<file path="config.mk">
export PLATFORM = sky130hd
export DESIGN_NAME = fir_decimator
export DESIGN_NICKNAME = d
export VERILOG_FILES = /design/src/rtl/fir_pkg.sv /design/src/rtl/sync_fifo.sv /design/src/rtl/fir_decimator.sv
export SDC_FILE = /design/constraint.sdc
export NUM_CORES = 1
export LEC_CHECK = 0
export CELL_PAD_IN_SITES_DETAIL_PLACEMENT = 1
export CELL_PAD_IN_SITES_GLOBAL_PLACEMENT = 1
export CORE_MARGIN = 2
export CORE_UTILIZATION = 32
export DETAILED_ROUTE_END_ITERATION = 8
export PLACE_DENSITY = 0.57
export RECOVER_POWER = 50
export SLEW_MARGIN = 0
export SYNTH_ARGS = -nofsm -noshare
export SYNTH_HDL_FRONTEND = slang
export SYNTH_SLANG_ARGS = --single-unit
</file>
<file path="constraint.sdc">
create_clock -name i_clk -period 3.3 [get_ports i_clk]
set_input_delay 0.825 -clock i_clk [delete_from_list [all_inputs] [get_ports i_clk]]
set_output_delay 0.825 -clock i_clk [all_outputs]
set_load 0.1 [all_outputs]
</file>
<file path="src/rtl/fir_pkg.sv">
// Shared definitions for the FIR decimator: default sample width, the clog2
// helper and the legal-value checks for the decimation ratio and FIFO depth.
package fir_pkg;

  localparam int DATA_WIDTH_DEF = 24;

  function automatic int clog2(input int v);
    int r;
    for (r = 0; (1 << r) < v; r++) begin
    end
    return r;
  endfunction

  function automatic bit is_pow2(input int v);
    return (v > 0) && ((v & (v - 1)) == 0);
  endfunction

  function automatic bit decim_legal(input int d);
    return is_pow2(d) && (d >= 1) && (d <= 64);
  endfunction

  function automatic bit fifo_depth_legal(input int d);
    return is_pow2(d) && (d >= 2);
  endfunction

endpackage

</file>
<file path="src/rtl/sync_fifo.sv">
// Single-clock FIFO with registered pointers and an occupancy counter.
// The head entry is presented combinationally and reads as zero when empty.
module sync_fifo
  import fir_pkg::*;
#(
  parameter int WIDTH = DATA_WIDTH_DEF,
  parameter int DEPTH = 4
) (
  input  logic                    i_clk,
  input  logic                    i_rst_n,
  input  logic                    i_wr,
  input  logic [WIDTH-1:0]        iv_wdata,
  input  logic                    i_rd,
  output logic [WIDTH-1:0]        ov_rdata,
  output logic                    o_valid,
  output logic [clog2(DEPTH):0]   ov_level,
  output logic                    o_drop
);

  localparam int AW = clog2(DEPTH);
  localparam int LW = AW + 1;

  logic [WIDTH-1:0] mem [DEPTH];
  logic [AW-1:0]    wptr;
  logic [AW-1:0]    rptr;
  logic [LW-1:0]    level;
  logic             empty;
  logic             full;
  logic             rd_ok;
  logic             wr_ok;

  assign empty = (level == '0);
  assign full  = (level == LW'(DEPTH));
  assign rd_ok = i_rd & ~empty;
  // A pop on the same edge frees the slot the push lands in, so full+read still accepts.
  assign wr_ok  = i_wr & (~full | rd_ok);
  assign o_drop = i_wr & full & ~rd_ok;

  always_ff @(posedge i_clk or negedge i_rst_n) begin
    if (!i_rst_n) begin
      wptr  <= '0;
      rptr  <= '0;
      level <= '0;
    end else begin
      if (wr_ok) wptr <= wptr + AW'(1);
      if (rd_ok) rptr <= rptr + AW'(1);
      case ({wr_ok, rd_ok})
        2'b10:   level <= level + LW'(1);
        2'b01:   level <= level - LW'(1);
        default: level <= level;
      endcase
    end
  end

  always_ff @(posedge i_clk) begin
    if (wr_ok) mem[wptr] <= iv_wdata;
  end

  assign ov_rdata = empty ? '0 : mem[rptr];
  assign o_valid  = ~empty;
  assign ov_level = level;

endmodule

</file>
<file path="src/rtl/fir_decimator.sv">
// Boxcar-averaging decimator: sums DECIM accepted samples, shifts by log2(DECIM)
// (truncation toward minus infinity) and buffers the results in a small FIFO.
module fir_decimator
  import fir_pkg::*;
#(
  parameter int DATA_WIDTH = DATA_WIDTH_DEF,
  parameter int DECIM      = 4,
  parameter int FIFO_DEPTH = 4
) (
  input  logic                          i_clk,
  input  logic                          i_rst_n,
  input  logic                          i_en,
  input  logic signed [DATA_WIDTH-1:0]  iv_din,
  input  logic                          i_din_valid,
  output logic signed [DATA_WIDTH-1:0]  ov_dout,
  output logic                          o_dout_valid,
  input  logic                          i_dout_ready,
  output logic [clog2(FIFO_DEPTH):0]    ov_level,
  output logic                          o_overflow,
  input  logic                          i_clr_ovf
);

  localparam int LOG2D = clog2(DECIM);
  localparam int PH_W  = (LOG2D > 0) ? LOG2D : 1;
  localparam int ACC_W = DATA_WIDTH + LOG2D;
  localparam logic [PH_W-1:0] PH_LAST = PH_W'(DECIM - 1);

  if (!decim_legal(DECIM)) begin : g_bad_decim
    $error("fir_decimator: DECIM must be a power of two in 1..64");
  end
  if (!fifo_depth_legal(FIFO_DEPTH)) begin : g_bad_depth
    $error("fir_decimator: FIFO_DEPTH must be a power of two >= 2");
  end

  function automatic logic signed [DATA_WIDTH-1:0] trunc_avg(
    input logic signed [ACC_W-1:0] s
  );
    logic signed [ACC_W-1:0] sh;
    sh = s >>> LOG2D;
    return sh[DATA_WIDTH-1:0];
  endfunction

  logic                    vld_p0;
  logic                    last_p0;
  logic [PH_W-1:0]         phase_p0;
  logic signed [ACC_W-1:0] acc_p0;
  logic signed [ACC_W-1:0] din_ext;
  logic signed [ACC_W-1:0] acc_base;
  logic signed [ACC_W-1:0] sum_p0;
  logic                    wr_p1;
  logic signed [DATA_WIDTH-1:0] avg_p1;
  logic [DATA_WIDTH-1:0]   fifo_rdata;
  logic                    fifo_drop;

  // Stage p0: accept, accumulate; phase 0 restarts the sum instead of adding.
  assign vld_p0   = i_en & i_din_valid;
  assign last_p0  = (phase_p0 == PH_LAST);
  assign din_ext  = ACC_W'(iv_din);
  assign acc_base = (phase_p0 == '0) ? '0 : acc_p0;
  assign sum_p0   = acc_base + din_ext;

  always_ff @(posedge i_clk or negedge i_rst_n) begin
    if (!i_rst_n) begin
      phase_p0 <= '0;
      acc_p0   <= '0;
    end else if (vld_p0) begin
      phase_p0 <= last_p0 ? '0 : phase_p0 + PH_W'(1);
      acc_p0   <= sum_p0;
    end
  end

  // Stage p1: completed group result enters the FIFO on the same edge.
  assign wr_p1  = vld_p0 & last_p0;
  assign avg_p1 = trunc_avg(sum_p0);

  sync_fifo #(
    .WIDTH (DATA_WIDTH),
    .DEPTH (FIFO_DEPTH)
  ) u_fifo (
    .i_clk    (i_clk),
    .i_rst_n  (i_rst_n),
    .i_wr     (wr_p1),
    .iv_wdata (avg_p1),
    .i_rd     (i_dout_ready),
    .ov_rdata (fifo_rdata),
    .o_valid  (o_dout_valid),
    .ov_level (ov_level),
    .o_drop   (fifo_drop)
  );

  assign ov_dout = fifo_rdata;

  always_ff @(posedge i_clk or negedge i_rst_n) begin
    if (!i_rst_n) begin
      o_overflow <= 1'b0;
    end else if (fifo_drop) begin
      o_overflow <= 1'b1;
    end else if (i_clr_ovf) begin
      o_overflow <= 1'b0;
    end
  end

endmodule

</file>
==> results.sh, run 1 <==
export IMPL_run_status="finished with violations"
export IMPL_violations="capacitance limit, slew limit"
export IMPL_cts_buffers_inserted=17
export IMPL_cp_arrival_ns=3.49
export IMPL_gp_congestion=0.792
export IMPL_crit_path_end="acc_p0[24]"
export IMPL_clock_path_buffers=2
export IMPL_syn_inst=499
export IMPL_antenna_left=0
export IMPL_rsz0062_at_grt="yes"
export IMPL_utilization_pct=44.5
export IMPL_r2r_start="phase_p0[0]"
export IMPL_worstPathMaxFanout=5
export IMPL_clock_latency_ns=0.42
export IMPL_worstMarginPinSlew_ns=2.25
export IMPL_endpoint_kind="register"
export IMPL_die_y_um=149
export IMPL_clk_pin_slew_ns=0.06
export IMPL_area_growth_pct=35.6
export IMPL_yosysWarnings=0
export IMPL_r2r_cells=13
export IMPL_antenna_found_initial=0
export IMPL_synth_fp_nets=563
export IMPL_overflow=0
export IMPL_tritoncts="built"
export IMPL_drtIter0Drc=272
export IMPL_synth_top_area_share_pct=43.1
export IMPL_cp_start_kind="input port"
export IMPL_crit_path_start="iv_din[0]"
export IMPL_finalWirelength_um=17200
export IMPL_drc=0
export IMPL_place_hpwl_um=12000
export IMPL_num_vias=4480
export IMPL_crit_type="in -> reg"
export IMPL_critPathSlowestCell="clkdlybuf4s50_1"
export IMPL_port_buffers=58
export IMPL_grt_util_all_layers_pct=16.8
export IMPL_fillers=2098
export IMPL_finalHoldViolCount=0
export IMPL_cap_viol_max_count=2
export IMPL_skew_ns=0.00742
export IMPL_r2r_end="acc_p0[25]"
export IMPL_slew_limit_headroom_pct=-49.9
export IMPL_final_common_cell="edfxtp_1"
export IMPL_grt_pass1_wl_um=27800
export IMPL_num_nets_final=703
export IMPL_drt_first_pass_iters=4
export IMPL_place_area_mm2=0.00837
export IMPL_setup_viol=0
export IMPL_fin_area_mm2=0.00907
export IMPL_synth_top_area_cell="edfxtp_1"
export IMPL_first_global_vias=5037
export IMPL_hold_path_class="reg -> reg"
export IMPL_core_mm2=0.0204
export IMPL_row_count=52
export IMPL_path_buf_inv=2
export IMPL_wl_per_cell_um=18.6
export IMPL_ios=59
export IMPL_diodes=0
export IMPL_die_area_mm2=0.0221
export IMPL_post_drt_via_cell_ratio=4.86
export IMPL_cp_depth=12
export IMPL_die_w_um=149
export IMPL_htreeDepth=4
export IMPL_timing_final_crit_period_ns=3.18
export IMPL_slew_violations=67
export IMPL_start_util_pct=32.8
export IMPL_fmax_ghz=0.314
export IMPL_yosysSeqAreaShare_pct=56.6
export IMPL_finalCritPeriodShare_pct=96.5
export IMPL_synth_seq_cells=132
export IMPL_synth_cell_types=52
export IMPL_synthTopCellsByArea="edfxtp_1, dfrtp_1, mux4_2, ha_1, mux2_2"
export IMPL_fin_hold_ws_ns=0.471
export IMPL_grt_max_degree=37
export IMPL_drive_gt1_share_pct=32.5
export IMPL_synth_area_mm2=0.00669
export IMPL_critical_path_top_delay_family="compound AO/OA/AOI/OAI gates"
export IMPL_slowest_delay_ns=0.41
export IMPL_r2r_slack_ns=0.17
export IMPL_most_common_layout_cells="edfxtp_1, buf_4, nand2_1, dfrtp_1, ha_1"
export IMPL_postSynthAreaPerCell_um2=13.4
export IMPL_path_cells="clkdlybuf4s50_1, ha_1, inv_1, fa_2, nor2b_4, o31a_1, o41ai_4, o21ai_2, a221oi_2, a21boi_1, xor2_1, mux2_2"
export IMPL_clock_root_buffer="clkbuf_16"
export IMPL_clock_sinks=132
export IMPL_critPathRequiredTime_ns=3.60
-- synthesized netlist by cell type (all sizes together) --
master,n
nor3b,1
a21boi,3
a211oi,1
o21a,1
o22ai,2
and3,2
o211ai,2
nor3,6
edfxtp,96
o41ai,1
o211a,1
nand2b,2
nand2,37
and2,31
mux2i,2
a21o,10
nor4,1
a21oi,29
ha,32
buf,10
or3,2
nand4,9
clkbuf,13
or4,2
xor2,11
a31oi,1
fa,2
nor2b,28
o21bai,2
o31a,1
or4b,1
xnor2,18
inv,15
a2111o,1
mux2,19
a221oi,1
o21ai,19
mux4,24
a311o,2
nand3,7
nor2,14
o221ai,1
dfrtp,36
-- worst min-delay path by stage --
stage / cells after the start / from / end
5_1_grt: 2 / acc_p0[8] / acc_p0[8]
3_3_place_gp: 2 / acc_p0[2] / acc_p0[2]
4_1_cts: 2 / acc_p0[2] / acc_p0[2]
6_report: 2 / acc_p0[2] / acc_p0[2]
2_1_floorplan: 2 / acc_p0[8] / acc_p0[8]
3_5_place_dp: 2 / acc_p0[2] / acc_p0[2]
-- area by class of cell --
type / count / area (um2) / area share, %
Clock buffer: 19 / 443 / 4.88
Tap cell: 270 / 338 / 3.72
Clock inverter: 13 / 206 / 2.28
Multi-Input combinational cell: 329 / 2810 / 31.0
Sequential cell: 132 / 3780 / 41.7
Timing Repair Buffer: 144 / 1430 / 15.8
Inverter: 15 / 56.3 / 0.621
-- logic make-up after synthesis --
family	after synthesis	synth area share [%]
AND/OR/NAND/NOR	143	11.4
AO/OA/AOI/OAI	78	7.71
buffers and inverters	38	2.32
multiplexers	45	11.6
flip-flops	132	56.6
adder cells (fa/ha/maj)	34	6.58
XOR/XNOR	29	3.80
-- per-layer routing --
layer	part of all wire, %	GRT usage (%)	vias to the layer above
met5	0	0	-
met4	1.8	5.57	0
met3	2.6	3.25	21
met2	49	27.9	69
met1	47	22.0	2257
li1	-	-	2133
-- state kept, by name, indices dropped and copies added (netlist names) --
signal,cells
u_fifo.ov_level,3
acc_p0,26
o_overflow,1
u_fifo.rptr,2
u_fifo.mem,96
u_fifo.wptr,2
phase_p0,2
-- worst register-to-register path, cell delays in order (launching register included) --
cell and delay (ns):
dfrtp_1 0.40, inv_2 0.08, ha_4 0.18, buf_8 0.16
nor2b_1 0.07, ha_1 0.32, a21oi_2 0.17, o21ai_1 0.11
a311o_1 0.39, or4_1 0.51, nand3_1 0.10, a311o_2 0.20
mux2i_1 0.21, o211ai_1 0.10
-- metrics by stage --
step	instances	worst slack [ns]	TNS, ns
2_1_floorplan	499	0.0173	0
3_3_place_gp	888	-0.374	-11.14
3_5_place_dp	888	-0.423	-13.88
4_1_cts	920	0.0183	0
5_1_grt	922	-0.0695	-0.147
6_report	922	0.116	0
-- repair_timing --
action | 4_1_cts | 5_1_grt
endpoints found under the setup margin | 11 | 48
cloned | 0 | 0
pin swaps | 1 | 4
buffers inserted | 0 | 2
hold buffers | 0 | 0
resized for setup | 3 | 13
Power of run 1 is left out: the tool's default activity adds up to more than one toggle a clock period on the data nets, which glitch-free logic cannot reach.
==> inputs of run 2 (changes only) <==
--- a/config.mk
+++ b/config.mk
@@ -7,11 +7,13 @@
 export LEC_CHECK = 0
 export CELL_PAD_IN_SITES_DETAIL_PLACEMENT = 1
 export CELL_PAD_IN_SITES_GLOBAL_PLACEMENT = 1
+export CORE_ASPECT_RATIO = 1.25
 export CORE_MARGIN = 2
 export CORE_UTILIZATION = 32
 export DETAILED_ROUTE_END_ITERATION = 8
 export PLACE_DENSITY = 0.57
 export RECOVER_POWER = 50
+export REMOVE_ABC_BUFFERS = 1
 export SLEW_MARGIN = 0
 export SYNTH_ARGS = -nofsm -noshare
 export SYNTH_HDL_FRONTEND = slang
==> results.sh, run 2 (same netlist as run 1, synthesis figures left out) <==
export IMPL_run_status="finished with violations"
export IMPL_violations="capacitance limit, slew limit"
export IMPL_endpoint_kind="register"
export IMPL_setup_viol=0
export IMPL_die_y_um=166
export IMPL_top_register="u_fifo.mem"
export IMPL_slowest_delay_ns=0.42
export IMPL_clock_sinks=132
export IMPL_clk_pin_slew_ns=0.06
export IMPL_most_common_layout_cells="edfxtp_1, buf_4, nand2_1, dfrtp_1"
export IMPL_skew_ns=0.00679
export IMPL_worstPathMaxFanout=5
export IMPL_place_hpwl_um=12000
export IMPL_start_util_pct=32.4
export IMPL_timing_final_crit_period_ns=3.24
export IMPL_fmax_ghz=0.308
export IMPL_cap_viol_max_count=1
export IMPL_critPathRequiredTime_ns=3.60
export IMPL_num_nets_final=712
export IMPL_largest_reg_flops=96
export IMPL_finalHoldViolCount=0
export IMPL_setup_tns_final_ns=0
export IMPL_path_buf_inv=2
export IMPL_place_area_mm2=0.00841
export IMPL_core_mm2=0.0207
export IMPL_place_ws_ns=-0.450
export IMPL_drive_gt1_share_pct=32.5
export IMPL_grt_util_all_layers_pct=16.1
export IMPL_wl_per_cell_um=18.2
export IMPL_row_count=59
export IMPL_htreeDepth=4
export IMPL_grt_pass1_wl_um=27200
export IMPL_die_w_um=133
export IMPL_tritoncts="built"
export IMPL_grt_max_degree=37
export IMPL_area_growth_pct=36.3
export IMPL_hold_path_class="reg -> reg"
export IMPL_die_area_mm2=0.0221
export IMPL_final_common_cell="edfxtp_1"
export IMPL_critPathSlowestCell="o41ai_4"
export IMPL_diodes=0
export IMPL_finalWirelength_um=17000
export IMPL_clock_latency_ns=0.42
export IMPL_ios=59
export IMPL_antenna_found_initial=0
export IMPL_first_global_vias=5097
export IMPL_slew_violations=37
export IMPL_worstMarginPinSlew_ns=2.26
export IMPL_rsz0062_at_grt="yes"
export IMPL_antenna_left=0
export IMPL_slew_limit_headroom_pct=-50.9
export IMPL_finalCritPeriodShare_pct=98.2
export IMPL_drt_first_pass_iters=4
export IMPL_setup_ws_ns=0.0578
export IMPL_clock_root_buffer="clkbuf_16"
export IMPL_fin_hold_ws_ns=0.490
export IMPL_holdBufCountCts=0
export IMPL_gp_congestion=0.821
export IMPL_port_buffers=58
export IMPL_crit_type="reg -> reg"
export IMPL_critical_path_top_delay_family="compound AO/OA/AOI/OAI gates"
export IMPL_post_drt_via_cell_ratio=4.83
export IMPL_cts_buffers_inserted=17
export IMPL_cp_arrival_ns=3.54
export IMPL_cp_start_kind="register"
export IMPL_path_cells="inv_2, ha_4, buf_6, nor2b_1, ha_1, nor2b_4, o31a_1, o41ai_4, o21ai_2, a221oi_2, a21boi_2, xor2_2, mux2_4"
export IMPL_drc=0
export IMPL_fin_area_mm2=0.00912
export IMPL_drtIter0Drc=149
export IMPL_clock_path_buffers=2
export IMPL_num_vias=4520
export IMPL_overflow=0
==> run 2: cell count changes in the layout (fill, tap and decap cells not counted), moves of 2 or more <==
cell,change
clkbuf_8,+2
buf_4,+9
a21oi_2,-3
ha_1,-2
a21oi_1,+3
and2_1,+9
and2_2,-9
clkinv_4,+2
bufinv_16,-3
==> run 2: stage by stage <==
stage,instances,util (%)
4_1_cts,928,43.6
3_3_place_gp,896,40.7
2_1_floorplan,476,-
3_5_place_dp,896,40.7
6_report,935,44.1
5_1_grt,935,44.1
==> run 2: repair_timing <==
action / in CTS / in global routing
resized for setup: 3 / 16
setup buffers: 0 / 7
pin swaps: 1 / 12
setup endpoints to repair: 14 / 32
==> run 2: area by class of cell <==
cell class	count	area [um2]
Clock buffer	21	470
Clock inverter	11	126
Fill cell	2141	11600
Inverter	15	56.3
Multi-Input combinational cell	329	2820
Sequential cell	132	3780
Tap cell	274	343
Timing Repair Buffer	153	1520
==> run 2: path summary, 6_finish.rpt <==
| check | start | to | slack (ns) | cells after the start |
|---|---|---|---|---|
| max in group asynchronous | i_rst_n | acc_p0[11] | 0.92 | 1 |
| worst min register to register | acc_p0[2] | acc_p0[2] | 0.49 | 2 |
| worst max-delay path | phase_p0[0] | acc_p0[24] | 0.06 | 13 |
| worst max register to register | phase_p0[0] | acc_p0[24] | 0.06 | 13 |
| min in group asynchronous | i_rst_n | acc_p0[21] | 1.08 | 1 |
| worst min-delay path | acc_p0[2] | acc_p0[2] | 0.49 | 2 |
==> run 2: metal layers <==
metal | up-vias | track usage, % | routed length [um]
met3 | 24 | 2.97 | 451
met2 | 64 | 29.7 | 9310
li1 | 2143 | - | -
met5 | - | 0 | 0
met4 | 0 | 6.24 | 360
met1 | 2289 | 18.3 | 6850
==> run 2: worst reg2reg max path: cells and delay by family, from the launching register on <==
family | cells | cell delay (ns)
buffers and inverters | 2 | 0.19
xor gates and xnor gates | 1 | 0.21
AOI/OAI and AO/OA | 5 | 1.39
adders and majority gates | 2 | 0.43
and+or+nand+nor | 2 | 0.26
DFF | 1 | 0.38
muxes | 1 | 0.27
Power of run 2 is left out for the same reason.
